**config.mk**
```make
export PLATFORM = sky130hd
export DESIGN_NAME = fwd_hazard_ctrl
export DESIGN_NICKNAME = d
export VERILOG_FILES = /design/src/rtl/fwd_hazard_ctrl.sv
export SDC_FILE = /design/constraint.sdc
export NUM_CORES = 1
export LEC_CHECK = 0
export ABC_AREA = 1
export CAP_MARGIN = 20
export CORE_MARGIN = 4
export CORE_UTILIZATION = 54
export CTS_BUF_LIST = sky130_fd_sc_hd__clkbuf_2
export DETAILED_ROUTE_END_ITERATION = 16
export HOLD_SLACK_MARGIN = 0.1
export PLACE_DENSITY = 0.86
export RECOVER_POWER = 25
export SLEW_MARGIN = 20
export SYNTH_ARGS = -nofsm -noshare
export SYNTH_HDL_FRONTEND = slang
export SYNTH_SLANG_ARGS = --single-unit
```
**constraint.sdc**
```tcl
create_clock -name clk -period 2.3 [get_ports clk]
set_input_delay 0.46 -clock clk [delete_from_list [all_inputs] [get_ports clk]]
set_output_delay 0.46 -clock clk [all_outputs]
set_load 0.02 [all_outputs]
```
**src/rtl/fwd_hazard_ctrl.sv**
```systemverilog
// EX-stage forwarding and stall scheduler: tracks in-flight destinations in EX/MEM/WB shadows.
// Optional HAZARD_STALL_CNT_EN adds a saturating 32-bit StallCount output.
module fwd_hazard_ctrl #(
    parameter int MC_LAT = 4,
    parameter int RW     = 5
) (
    input  logic          clk,
    input  logic          rst,
    input  logic [RW-1:0] ID_Rs,
    input  logic [RW-1:0] ID_Rt,
    input  logic          ID_UseRs,
    input  logic          ID_UseRt,
    input  logic          ID_RegWrite,
    input  logic [RW-1:0] ID_WriteReg,
    input  logic          ID_MemToReg,
    input  logic          ID_MultiCycle,
    input  logic          Flush,
    output logic          Stall,
    output logic          EX_Flush,
    output logic          EX_Hold,
    output logic [1:0]    AluSrcA_Sel,
    output logic [1:0]    AluSrcB_Sel
`ifdef HAZARD_STALL_CNT_EN
    ,
    output logic [31:0]   StallCount
`endif
);

    localparam int CW = $clog2(MC_LAT) + 1;
    localparam bit MC_EN = (MC_LAT > 1);

    localparam logic [1:0] SEL_RF  = 2'b00;
    localparam logic [1:0] SEL_WB  = 2'b01;
    localparam logic [1:0] SEL_MEM = 2'b10;

    typedef enum logic [0:0] {
        RUN     = 1'b0,
        MC_BUSY = 1'b1
    } state_t;

    typedef struct packed {
        logic          valid;
        logic [RW-1:0] rd;
        logic          load;
        logic          mc;
    } shadow_t;

    localparam shadow_t BUBBLE = '0;

    state_t        state_q, state_d;
    logic [CW-1:0] cnt_q, cnt_d;
    shadow_t       ex_q, ex_d;
    shadow_t       mem_q, mem_d;
    shadow_t       wb_q, wb_d;
    logic [1:0]    sel_a_q, sel_a_d;
    logic [1:0]    sel_b_q, sel_b_d;
    shadow_t       id_entry_s;
    logic          load_use_s;

    // Nearest valid producer wins; the WB entry is covered by the write-first regfile.
    function automatic logic [1:0] fwd_sel(
        input logic          use_src,
        input logic [RW-1:0] src,
        input shadow_t       ex,
        input shadow_t       mem
    );
        logic [1:0] sel;
        if (!use_src) begin
            sel = SEL_RF;
        end else if (ex.valid && (ex.rd == src)) begin
            sel = SEL_MEM;
        end else if (mem.valid && (mem.rd == src)) begin
            sel = SEL_WB;
        end else begin
            sel = SEL_RF;
        end
        return sel;
    endfunction

    // Shadow entry for the instruction in ID; $0 writes never become valid producers.
    always_comb begin
        id_entry_s.valid = ID_RegWrite && (ID_WriteReg != {RW{1'b0}});
        id_entry_s.rd    = ID_WriteReg;
        id_entry_s.load  = ID_MemToReg;
        id_entry_s.mc    = ID_MultiCycle;
    end

    // Next-state, shadow advance and select computation.
    always_comb begin
        state_d    = state_q;
        cnt_d      = cnt_q;
        ex_d       = ex_q;
        mem_d      = mem_q;
        wb_d       = wb_q;
        sel_a_d    = sel_a_q;
        sel_b_d    = sel_b_q;
        load_use_s = 1'b0;
        case (state_q)
            RUN: begin
                load_use_s = ex_q.valid && ex_q.load &&
                             ((ID_UseRs && (ID_Rs == ex_q.rd)) ||
                              (ID_UseRt && (ID_Rt == ex_q.rd)));
                wb_d  = mem_q;
                mem_d = ex_q;
                if (Flush || load_use_s) begin
                    ex_d    = BUBBLE;
                    sel_a_d = SEL_RF;
                    sel_b_d = SEL_RF;
                    state_d = RUN;
                    cnt_d   = {CW{1'b0}};
                end else begin
                    ex_d    = id_entry_s;
                    sel_a_d = fwd_sel(ID_UseRs, ID_Rs, ex_q, mem_q);
                    sel_b_d = fwd_sel(ID_UseRt, ID_Rt, ex_q, mem_q);
                    if (MC_EN && ID_MultiCycle) begin
                        state_d = MC_BUSY;
                        cnt_d   = CW'(MC_LAT - 1);
                    end else begin
                        state_d = RUN;
                        cnt_d   = {CW{1'b0}};
                    end
                end
            end
            MC_BUSY: begin
                // EX and selects hold; the pipeline behind EX drains bubbles.
                mem_d = BUBBLE;
                wb_d  = mem_q;
                cnt_d = cnt_q - {{(CW-1){1'b0}}, 1'b1};
                if (cnt_q == {{(CW-1){1'b0}}, 1'b1}) begin
                    state_d = RUN;
                end else begin
                    state_d = MC_BUSY;
                end
            end
            default: begin
                state_d = RUN;
                cnt_d   = {CW{1'b0}};
                ex_d    = BUBBLE;
                mem_d   = BUBBLE;
                wb_d    = BUBBLE;
                sel_a_d = SEL_RF;
                sel_b_d = SEL_RF;
            end
        endcase
    end

    // Combinational pipeline control outputs.
    always_comb begin
        Stall    = (state_q == MC_BUSY) || load_use_s;
        EX_Flush = (state_q == RUN) && load_use_s;
        EX_Hold  = (state_q == MC_BUSY);
    end

    // State, counter, shadows and registered selects.
    always_ff @(posedge clk) begin
        if (rst) begin
            state_q <= RUN;
            cnt_q   <= {CW{1'b0}};
            ex_q    <= BUBBLE;
            mem_q   <= BUBBLE;
            wb_q    <= BUBBLE;
            sel_a_q <= SEL_RF;
            sel_b_q <= SEL_RF;
        end else begin
            state_q <= state_d;
            cnt_q   <= cnt_d;
            ex_q    <= ex_d;
            mem_q   <= mem_d;
            wb_q    <= wb_d;
            sel_a_q <= sel_a_d;
            sel_b_q <= sel_b_d;
        end
    end

    assign AluSrcA_Sel = sel_a_q;
    assign AluSrcB_Sel = sel_b_q;

    // WB and the load/mc flags of later stages are tracked but only EX/MEM rd feed forwarding.
    logic unused_shadow_bits;
    assign unused_shadow_bits = ^{wb_q, mem_q.load, mem_q.mc, ex_q.mc};

`ifdef HAZARD_STALL_CNT_EN
    logic [31:0] stall_cnt_q, stall_cnt_d;

    // Saturating count of stalled cycles.
    always_comb begin
        if (Stall && (stall_cnt_q != 32'hFFFF_FFFF)) begin
            stall_cnt_d = stall_cnt_q + 32'd1;
        end else begin
            stall_cnt_d = stall_cnt_q;
        end
    end

    // Stall counter register.
    always_ff @(posedge clk) begin
        if (rst) begin
            stall_cnt_q <= 32'd0;
        end else begin
            stall_cnt_q <= stall_cnt_d;
        end
    end

    assign StallCount = stall_cnt_q;
`endif

endmodule

```
; ---- Word-level counts from Yosys, hierarchy flattened
; Cells that the tools add are included.
; Widths: inputs -> output; s select.
[totals]
inputBits = 23
regBits = 22
out_inout_bits = 7
word_cells = 51
[op_classes]
n_addsub = 1
muxes = 18
eq_ne = 7
reduce_logical = 14
bitwise_logic = 1
[op_table]
columns = op, n
row1 = $eq 5x5->1, 6
row2 = $mux 2, 8
row3 = $pmux 8 s2, 1
row4 = $logic_and 1x1->1, 10
row5 = $mux 8, 1
row6 = $mux 1, 6
row7 = $pmux 3 s2, 1
row8 = $reduce_bool 5->1, 1
row9 = $eq 3x1->1 const B, 1
row10 = $logic_or 1x1->1, 3
row11 = $sub 3x1->3 const B, 1
row12 = $pmux 1 s2, 1
row13 = $not 1->1, 1

; ---- Logic depth before layout (Yosys ltp)
; Gate-level depths: netlist of the first run.
[logic_depth]
ltp_word = 7
ltp_mapped = 10
depth_no_buf = 9

; ---- Least setup slack after synthesis of the first run
; OpenSTA, ideal clock, no wires.
[synth_timing]
kind = input-to-output
from = input port ID_Rt[3]
to = output port EX_Flush
stages = 9
t_arrival_ns = 1.326
t_required_ns = 1.840
path_slack_ns = 0.514
n_path_buf = 1
path_cell_list = inv_1 nand2_1 nand2_2 nor2_2 nand4_1 nand2_1 nand2_2 buf_6 nor2_2
[synth_via]
elab_chain_len = 6
[synth_rtl]
columns = element, line
row1 = start: declaration, 10  ; input logic [RW-1:0] ID_Rt,
row2 = $eq 5x5->1, 102  ; (ID_UseRt && (ID_Rt == ex_q.rd)));
row3 = $logic_and 1x1->1, 102
row4 = $logic_or 1x1->1, 101  ; ((ID_UseRs && (ID_Rs == ex_q.rd)) ||
row5 = $logic_and 1x1->1, 100  ; load_use_s = ex_q.valid && ex_q.load &&
row6 = $mux 1, 98  ; case (state_q)
row7 = $logic_and 1x1->1, 150  ; EX_Flush = (state_q == RUN) && load_use_s;
row8 = end: declaration, 19  ; output logic EX_Flush,
; Every way passes these cells.

; ---- Worst setup path in the final report of the first run
[layout_timing]
from = input port ID_Rs[4]
to = output port EX_Flush
[layout_via]
elab_chain_len = 6
[layout_rtl]
columns = element, line
row1 = start: declaration, 9  ; input logic [RW-1:0] ID_Rs,
row2 = $eq 5x5->1, 101
row3 = $logic_and 1x1->1, 101
row4 = $logic_or 1x1->1, 101
row5 = $logic_and 1x1->1, 100
row6 = $mux 1, 98
row7 = $logic_and 1x1->1, 150
; Every way passes these cells.

==> impl_metrics.xml, run 1 <==
<?xml version="1.0" encoding="UTF-8"?>
<metrics>
  <group name="layout">
    <metric name="final_net_count" unit="">257</metric>
    <metric name="final_layout_size_suffix_gt1_frac" unit="">0.173</metric>
    <metric name="num-fill-cells" unit="">149</metric>
    <metric name="flow.area_growth_from_synthesis" unit="%">36.6</metric>
    <metric name="antenna_cells" unit="">0</metric>
    <metric name="postLayoutCoreUtil" unit="">0.811</metric>
  </group>
  <group name="placed_design">
    <metric name="portBuffers" unit="">29</metric>
    <metric name="gpl.final_weighted_congestion" unit="">0.913</metric>
    <metric name="post-dp-hpwl" unit="mm">2.37</metric>
  </group>
  <group name="setup_path">
    <metric name="worst-path-max-fanout" unit="">4</metric>
    <metric name="worst_setup_path_start_kind" unit="">input port</metric>
    <metric name="path_delay_family" unit="">buffers and inverters</metric>
    <metric name="cp-end-kind" unit="">output pin</metric>
    <metric name="path_buf_inv" unit="">2</metric>
    <metric name="arrival_worst_endpoint" unit="ns">1.73</metric>
    <metric name="standard_cell_with_the_maximum_stage_delay_on_the_critical_path" unit="">sky130_fd_sc_hd__clkdlybuf4s50_1</metric>
    <metric name="worstPathCellList" unit="">clkdlybuf4s50_1 -&gt; xnor2_2 -&gt; nand4_1 -&gt; nand2_1 -&gt; nand2_2 -&gt; nor2_2 -&gt; buf_6</metric>
    <metric name="cpPeakStageDelay" unit="ns">0.53</metric>
    <metric name="criticalPathCategory" unit="">input port to output pin</metric>
    <metric name="cp.required" unit="ns">1.84</metric>
  </group>
  <group name="routing">
    <metric name="met1Wirelength" unit="mm">1.35</metric>
    <metric name="drcViolationCount" unit="">0</metric>
    <metric name="met3WireLength" unit="um">164</metric>
    <metric name="pre_antenna_drt_iters" unit="">4</metric>
    <metric name="drt_wl_total" unit="mm">3.04</metric>
    <metric name="dr.max_layer_used" unit="">met4</metric>
    <metric name="drt_first_iter_violations" unit="">61</metric>
    <metric name="routed-wl-met2" unit="mm">1.50</metric>
    <metric name="wl_per_cell" unit="um">11.8</metric>
    <metric name="dr_total_vias" unit="">1264</metric>
    <metric name="viasPerCell" unit="">4.90</metric>
    <metric name="postRouteAntennaNets" unit="">0</metric>
  </group>
  <group name="timing">
    <metric name="layout_worst_path_cycle_share" unit="">0.954</metric>
    <metric name="rsz0062_at_grt" unit="">no</metric>
    <metric name="setup_viol" unit="">0</metric>
    <metric name="finalSetupTns" unit="ns">0</metric>
    <metric name="timing.fmax" unit="MHz">456</metric>
    <metric name="worst-slew-pin-transition" unit="ns">0.879</metric>
    <metric name="timing.final.crit_period" unit="ns">2.19</metric>
    <metric name="finalClockSkew" unit="ns">0.00597</metric>
    <metric name="final.hold.worst_slack" unit="ns">0.477</metric>
    <metric name="hold_violations" unit="">0</metric>
    <metric name="timing.slew.headroom" unit="">0.412</metric>
    <metric name="drv_slew" unit="">0</metric>
  </group>
  <group name="synth">
    <metric name="ys_async_sr_fraction" unit="">0</metric>
    <metric name="netlist-cell-type-count" unit="">20</metric>
    <metric name="netlist_area_before_placement" unit="um^2">1210</metric>
    <metric name="synth_top_cells_by_area" unit="">sky130_fd_sc_hd__dfxtp_1 35%, sky130_fd_sc_hd__nand2_1 18%, sky130_fd_sc_hd__inv_1 9.0%</metric>
    <metric name="yosys.cell_count.top_type" unit="">sky130_fd_sc_hd__nand2_1</metric>
    <metric name="synthCells" unit="">189</metric>
    <metric name="ys_seq_area_frac" unit="">0.347</metric>
    <metric name="synthesis.nets" unit="">214</metric>
    <metric name="synth_top_cell_by_area" unit="">sky130_fd_sc_hd__dfxtp_1</metric>
    <metric name="yosysWarningCount" unit="">0</metric>
    <metric name="post_synth_top_area_share" unit="">0.347</metric>
    <metric name="post_synth.cell_area_avg" unit="um^2">6.41</metric>
    <metric name="flops_latches_synth" unit="">21</metric>
    <metric name="synth.cells.most_frequent" unit="">58 x sky130_fd_sc_hd__nand2_1, 29 x sky130_fd_sc_hd__inv_1, 28 x sky130_fd_sc_hd__nor2_1</metric>
    <metric name="ys_dominant_reg_cell" unit="">sky130_fd_sc_hd__dfxtp_1</metric>
    <metric name="synth-edff-count" unit="">0</metric>
  </group>
  <group name="floorplan">
    <metric name="die-height" unit="um">55.4</metric>
    <metric name="area_of_the_die" unit="um^2">3070</metric>
    <metric name="io-pin-count" unit="">30</metric>
    <metric name="rows" unit="">16</metric>
    <metric name="die_width" unit="um">55.4</metric>
    <metric name="core_area" unit="um^2">2040</metric>
    <metric name="starting_density_of_the_core" unit="">0.594</metric>
  </group>
  <group name="cts">
    <metric name="tritoncts" unit="">built</metric>
    <metric name="worst_setup_hold_path_clk_slew" unit="ns">0.19</metric>
    <metric name="worst_skew_pair.late_latency" unit="ns">0.32</metric>
    <metric name="cts-root-to-sink-buffers" unit="">2</metric>
    <metric name="clk_root_buffer_cell" unit="">sky130_fd_sc_hd__clkbuf_2</metric>
    <metric name="cts_hold_buf" unit="">0</metric>
    <metric name="cts_made_buffers" unit="">3</metric>
    <metric name="h-tree-depth" unit="">1</metric>
    <metric name="cts_num_sinks" unit="">21</metric>
  </group>
  <group name="grt">
    <metric name="globalRouteOverflowTotal" unit="">0</metric>
    <metric name="grt_max_degree" unit="">15</metric>
    <metric name="vias_in_the_first_global_route" unit="">1256</metric>
    <metric name="grt_pass1_wl" unit="mm">5.24</metric>
    <metric name="grt_usage" unit="">0.206</metric>
    <metric name="number_of_antenna_violations_at_the_first_check_in_global_routing" unit="">0</metric>
  </group>
  <group name="power_and_ir_drop">
    <metric name="vdd.ir_drop.worst" unit="mV">0.440</metric>
    <metric name="power_density" unit="nW/um^2">433</metric>
    <metric name="leakage" unit="nW">0.878</metric>
  </group>
  <group name="outcome">
    <metric name="outcome" unit="">completed</metric>
  </group>
  <group name="worst_hold_path">
    <metric name="hold_class" unit="">register to register</metric>
  </group>
  <group name="job">
    <metric name="maxCapViolations" unit="">0</metric>
  </group>
</metrics>
==> layer usage <==
metal | vias up | track usage
met2 | 42 | 0.375
met3 | 6 | 0.0350
li1 | 657 | -
met1 | 559 | 0.235
met4 | 0 | 0.0799
met5 | - | 0
==> kinds of logic after synthesis <==
logic type               Yosys count  share of synthesized area
AO/OA/AOI/OAI                      9                     0.0444
adder cells (fa/ha/maj)            2                     0.0206
XOR/XNOR                           5                     0.0361
AND/OR/NAND/NOR                  115                      0.429
buffers and inverters             37                      0.123
flip-flops                        21                      0.347
==> state kept, by name (all words and copies together) (netlist names) <==
| signal | count |
|---|---|
| ex_q | 7 |
| AluSrcB_Sel | 2 |
| cnt_q | 3 |
| mem_q | 6 |
| EX_Hold | 1 |
| AluSrcA_Sel | 2 |
==> power breakdown <==
group	internal, mW	switching, mW
Combinational	0.0828	0.0883
Sequential	0.380	0.0139
Clock	0.0394	0.113
==> cell type report <==
| class | count | area, um^2 | area share |
|---|---|---|---|
| well taps | 27 | 33.8 | 0.0204 |
| multi-input cells | 131 | 658 | 0.397 |
| repair buffers | 42 | 400 | 0.242 |
| flip-flops and latches | 21 | 420 | 0.254 |
| clock inverters | 1 | 5.00 | 0.00302 |
| clock buffers | 3 | 15.0 | 0.00906 |
| inverters | 33 | 124 | 0.0748 |
==> tightest hold or removal path: cells and delay by family, from the launching register on <==
| family | cells | cell delay [ns] |
|---|---|---|
| flip-flops | 1 | 0.35 |
| AND/OR/NAND/NOR | 2 | 0.11 |
==> per-stage QoR <==
stage	cell area (um^2)	setup slack [ns]	cells	power (mW)
6_report	1660	0.106	258	0.718
5_1_grt	1660	0.0234	258	0.765
4_1_cts	1610	0.00533	257	0.717
3_5_place_dp	1600	-0.430	253	0.569
3_3_place_gp	1600	-0.401	253	0.562
2_1_floorplan	1210	0.514	189	0.487
==> path summary, 6_finish.rpt <==
check	startpoint	to	slack, ns	depth (start not counted)
setup / recovery	ID_Rs[4]	EX_Flush	0.11	7
hold / removal	AluSrcA_Sel[1]$_SDFFE_PP0N_	AluSrcA_Sel[1]$_SDFFE_PP0N_	0.48	2
setup reg to reg	EX_Hold$_SDFF_PP0_	EX_Hold$_SDFF_PP0_	0.70	4
hold reg to reg	AluSrcA_Sel[1]$_SDFFE_PP0N_	AluSrcA_Sel[1]$_SDFFE_PP0N_	0.48	2
==> cell usage in the layout, fill, tap and decap left out, types with 3 or more instances in the layout <==
cell / count
sky130_fd_sc_hd__nand3_1: 10
sky130_fd_sc_hd__nand3_2: 8
sky130_fd_sc_hd__nand4_1: 3
sky130_fd_sc_hd__inv_1: 28
sky130_fd_sc_hd__nor2_1: 27
sky130_fd_sc_hd__buf_4: 12
sky130_fd_sc_hd__nand2_1: 58
sky130_fd_sc_hd__dlymetal6s2s_1: 8
sky130_fd_sc_hd__clkbuf_2: 3
sky130_fd_sc_hd__o21ai_0: 3
sky130_fd_sc_hd__dfxtp_1: 21
sky130_fd_sc_hd__clkdlybuf4s50_1: 18
sky130_fd_sc_hd__nor2_2: 4
sky130_fd_sc_hd__o22ai_1: 5
sky130_fd_sc_hd__inv_2: 5
sky130_fd_sc_hd__nand2_2: 3
==> what timing repair did <==
item	in CTS	in global routing
resized for setup	8	14
setup buffers	0	1
setup endpoints to repair	2	2
pin swaps	0	5
No activity file was read; power rests on OpenSTA's default activity.
==> run 2, diff against run 1 <==
Settings changed: CORE_UTILIZATION 54 to 35, PLACE_DENSITY 0.86 to default.
==> run 2 against run 1 <==
First-iteration DRC count fell by 6.6%; utilization fell by 31 points; via count fell by 7.6%; count of clock-buffer cells in the layout rose by 1; critical endpoint unchanged; largest power group unchanged; combinational power fell by 5%; critical path type unchanged; sequential share of layout area fell by 0.095 points; largest cell class unchanged.
==> impl_metrics.xml, run 2 (same netlist as run 1, synthesis figures left out) <==
<?xml version="1.0" encoding="UTF-8"?>
<metrics>
  <group name="outcome">
    <metric name="outcome" unit="">completed</metric>
  </group>
  <group name="grt">
    <metric name="number_of_antenna_violations_at_the_first_check_in_global_routing" unit="">0</metric>
    <metric name="grt_pass1_wl" unit="mm">4.45</metric>
    <metric name="grt_max_degree" unit="">13</metric>
    <metric name="grt_usage" unit="">0.130</metric>
    <metric name="globalRouteOverflowTotal" unit="">0</metric>
    <metric name="vias_in_the_first_global_route" unit="">1023</metric>
  </group>
  <group name="worst_hold_path">
    <metric name="hold_class" unit="">register to register</metric>
  </group>
  <group name="cts">
    <metric name="cts_num_sinks" unit="">21</metric>
    <metric name="cts-root-to-sink-buffers" unit="">2</metric>
    <metric name="cts_hold_buf" unit="">0</metric>
    <metric name="worst_setup_hold_path_clk_slew" unit="ns">0.19</metric>
    <metric name="post-cts-setup-buffer-count" unit="">0</metric>
    <metric name="worst_skew_pair.late_latency" unit="ns">0.31</metric>
    <metric name="h-tree-depth" unit="">1</metric>
    <metric name="clk_root_buffer_cell" unit="">sky130_fd_sc_hd__clkbuf_2</metric>
    <metric name="cts_made_buffers" unit="">3</metric>
    <metric name="tritoncts" unit="">built</metric>
  </group>
  <group name="setup_path">
    <metric name="cpPeakStageDelay" unit="ns">0.51</metric>
    <metric name="cp.required" unit="ns">1.84</metric>
    <metric name="worst_setup_path_start_kind" unit="">input port</metric>
    <metric name="criticalPathCategory" unit="">input port to output pin</metric>
    <metric name="worstPathCellList" unit="">clkdlybuf4s50_1 -&gt; xnor2_1 -&gt; nand4_1 -&gt; nand2_1 -&gt; nand2_2 -&gt; nor2_2 -&gt; buf_6</metric>
    <metric name="standard_cell_with_the_maximum_stage_delay_on_the_critical_path" unit="">sky130_fd_sc_hd__clkdlybuf4s50_1</metric>
    <metric name="path_buf_inv" unit="">2</metric>
    <metric name="path_delay_family" unit="">buffers and inverters</metric>
    <metric name="arrival_worst_endpoint" unit="ns">1.71</metric>
    <metric name="cp-end-kind" unit="">output pin</metric>
    <metric name="worst-path-max-fanout" unit="">3</metric>
  </group>
  <group name="floorplan">
    <metric name="die_width" unit="um">66.9</metric>
    <metric name="rows" unit="">21</metric>
    <metric name="core_area" unit="um^2">3340</metric>
    <metric name="area_of_the_die" unit="um^2">4470</metric>
    <metric name="die-height" unit="um">66.9</metric>
    <metric name="io-pin-count" unit="">30</metric>
    <metric name="starting_density_of_the_core" unit="">0.363</metric>
  </group>
  <group name="layout">
    <metric name="flow.area_growth_from_synthesis" unit="%">37.2</metric>
    <metric name="num-fill-cells" unit="">361</metric>
    <metric name="registers.top_by_ff_count" unit="">ex_q</metric>
    <metric name="postLayoutCoreUtil" unit="">0.498</metric>
    <metric name="reg_top3" unit="">ex_q: 7 flops, mem_q: 6 flops, cnt_q: 3 flops</metric>
    <metric name="antenna_cells" unit="">0</metric>
    <metric name="final_layout_size_suffix_gt1_frac" unit="">0.170</metric>
    <metric name="post_layout_nonfiller_instances" unit="">276</metric>
    <metric name="largest_register_ff_count" unit="">7</metric>
    <metric name="mostFrequentLayoutCell" unit="">sky130_fd_sc_hd__nand2_1</metric>
    <metric name="multiInputGateArea" unit="um^2">648</metric>
    <metric name="commonest_cells_after_routing_fill_and_taps_aside" unit="">57 x sky130_fd_sc_hd__nand2_1, 28 x sky130_fd_sc_hd__inv_1, 27 x sky130_fd_sc_hd__nor2_1</metric>
    <metric name="finish.instance_area" unit="um^2">1660</metric>
    <metric name="final_net_count" unit="">256</metric>
    <metric name="sequential_cell_area" unit="um^2">420</metric>
  </group>
  <group name="timing">
    <metric name="final.hold.worst_slack" unit="ns">0.467</metric>
    <metric name="worst-slew-pin-transition" unit="ns">0.548</metric>
    <metric name="hold_violations" unit="">0</metric>
    <metric name="drv_slew" unit="">0</metric>
    <metric name="timing.fmax" unit="MHz">462</metric>
    <metric name="finalClockSkew" unit="ns">0.00986</metric>
    <metric name="layout_worst_path_cycle_share" unit="">0.942</metric>
    <metric name="setup_viol" unit="">0</metric>
    <metric name="timing.slew.headroom" unit="">0.634</metric>
    <metric name="timing.final.crit_period" unit="ns">2.17</metric>
    <metric name="rsz0062_at_grt" unit="">no</metric>
  </group>
  <group name="routing">
    <metric name="drcViolationCount" unit="">0</metric>
    <metric name="dr.max_layer_used" unit="">met4</metric>
    <metric name="dr_total_vias" unit="">1168</metric>
    <metric name="routed-wl-met2" unit="mm">1.19</metric>
    <metric name="viasPerCell" unit="">4.23</metric>
    <metric name="pre_antenna_drt_iters" unit="">4</metric>
    <metric name="drt_first_iter_violations" unit="">57</metric>
    <metric name="postRouteAntennaNets" unit="">0</metric>
    <metric name="met1Wirelength" unit="mm">1.37</metric>
    <metric name="drt_wl_total" unit="mm">2.73</metric>
    <metric name="met3WireLength" unit="um">136</metric>
    <metric name="wl_per_cell" unit="um">9.87</metric>
  </group>
  <group name="placed_design">
    <metric name="post-dp-hpwl" unit="mm">2.19</metric>
    <metric name="placed_cells_incl_taps" unit="">272</metric>
    <metric name="portBuffers" unit="">29</metric>
    <metric name="post_dp_cell_area" unit="um^2">1630</metric>
    <metric name="gpl.final_weighted_congestion" unit="">0.759</metric>
  </group>
  <group name="job">
    <metric name="maxCapViolations" unit="">0</metric>
  </group>
  <group name="power_and_ir_drop">
    <metric name="p_total" unit="mW">0.713</metric>
    <metric name="vdd.ir_drop.worst" unit="mV">0.250</metric>
    <metric name="power_density" unit="nW/um^2">429</metric>
    <metric name="leakage" unit="nW">0.869</metric>
  </group>
</metrics>
-- run 2: where the power goes --
group	switching (mW)	total [mW]	internal (mW)	leakage, nW
combinational	0.0827	0.163	0.0805	0.681
clock	0.112	0.158	0.0460	0.0166
sequential	0.0125	0.392	0.380	0.171
-- run 2: worst paths after layout --
kind / start / to / slack, ns / depth (start not counted)
setup reg to reg: ex_q[2]$_SDFFE_PP0N_ / EX_Hold$_SDFF_PP0_ / 0.80 / 10
setup / recovery: ID_Rs[4] / EX_Flush / 0.13 / 7
hold reg to reg: AluSrcB_Sel[0]$_SDFFE_PP0N_ / AluSrcB_Sel[0]$_SDFFE_PP0N_ / 0.47 / 2
hold / removal: AluSrcB_Sel[0]$_SDFFE_PP0N_ / AluSrcB_Sel[0]$_SDFFE_PP0N_ / 0.47 / 2
-- run 2: tightest hold or removal path, delay by kind of cell, from the launching register on --
kind | cells | cell delay [ns]
flops | 1 | 0.35
simple gates | 2 | 0.10
-- run 2: what timing repair did --
action | in CTS | in global routing
pin swaps | 0 | 5
gates resized for setup | 8 | 13
endpoints found under the setup margin | 2 | 2
-- run 2: metal layers --
layer / vias to the layer above / track usage
met3: 2 / 0.0236
met4: 0 / 0.0456
met5: - / 0
met2: 20 / 0.209
li1: 661 / -
met1: 485 / 0.172
-- run 2: area by class of cell --
type / instances / share of cell area
repair buffers: 41 / 0.236
flip-flops and latches: 21 / 0.253
multi-input cells: 131 / 0.390
inverters: 33 / 0.0745
clock buffers: 4 / 0.0120
well taps: 46 / 0.0346
-- run 2: through the flow --
stage                     setup TNS, ns  setup slack, ns
after floorplan                       0            0.514
after CTS                             0           0.0127
after global placement           -0.821           -0.418
final                                 0            0.134
after detailed placement         -0.835           -0.428
after global routing                  0           0.0298
==> run 3, diff against run 2 <==
Settings changed: CAP_MARGIN 20 to default.
==> results of run 3 <==
The final DEF is identical to that of run 2; final timing and power are the same.
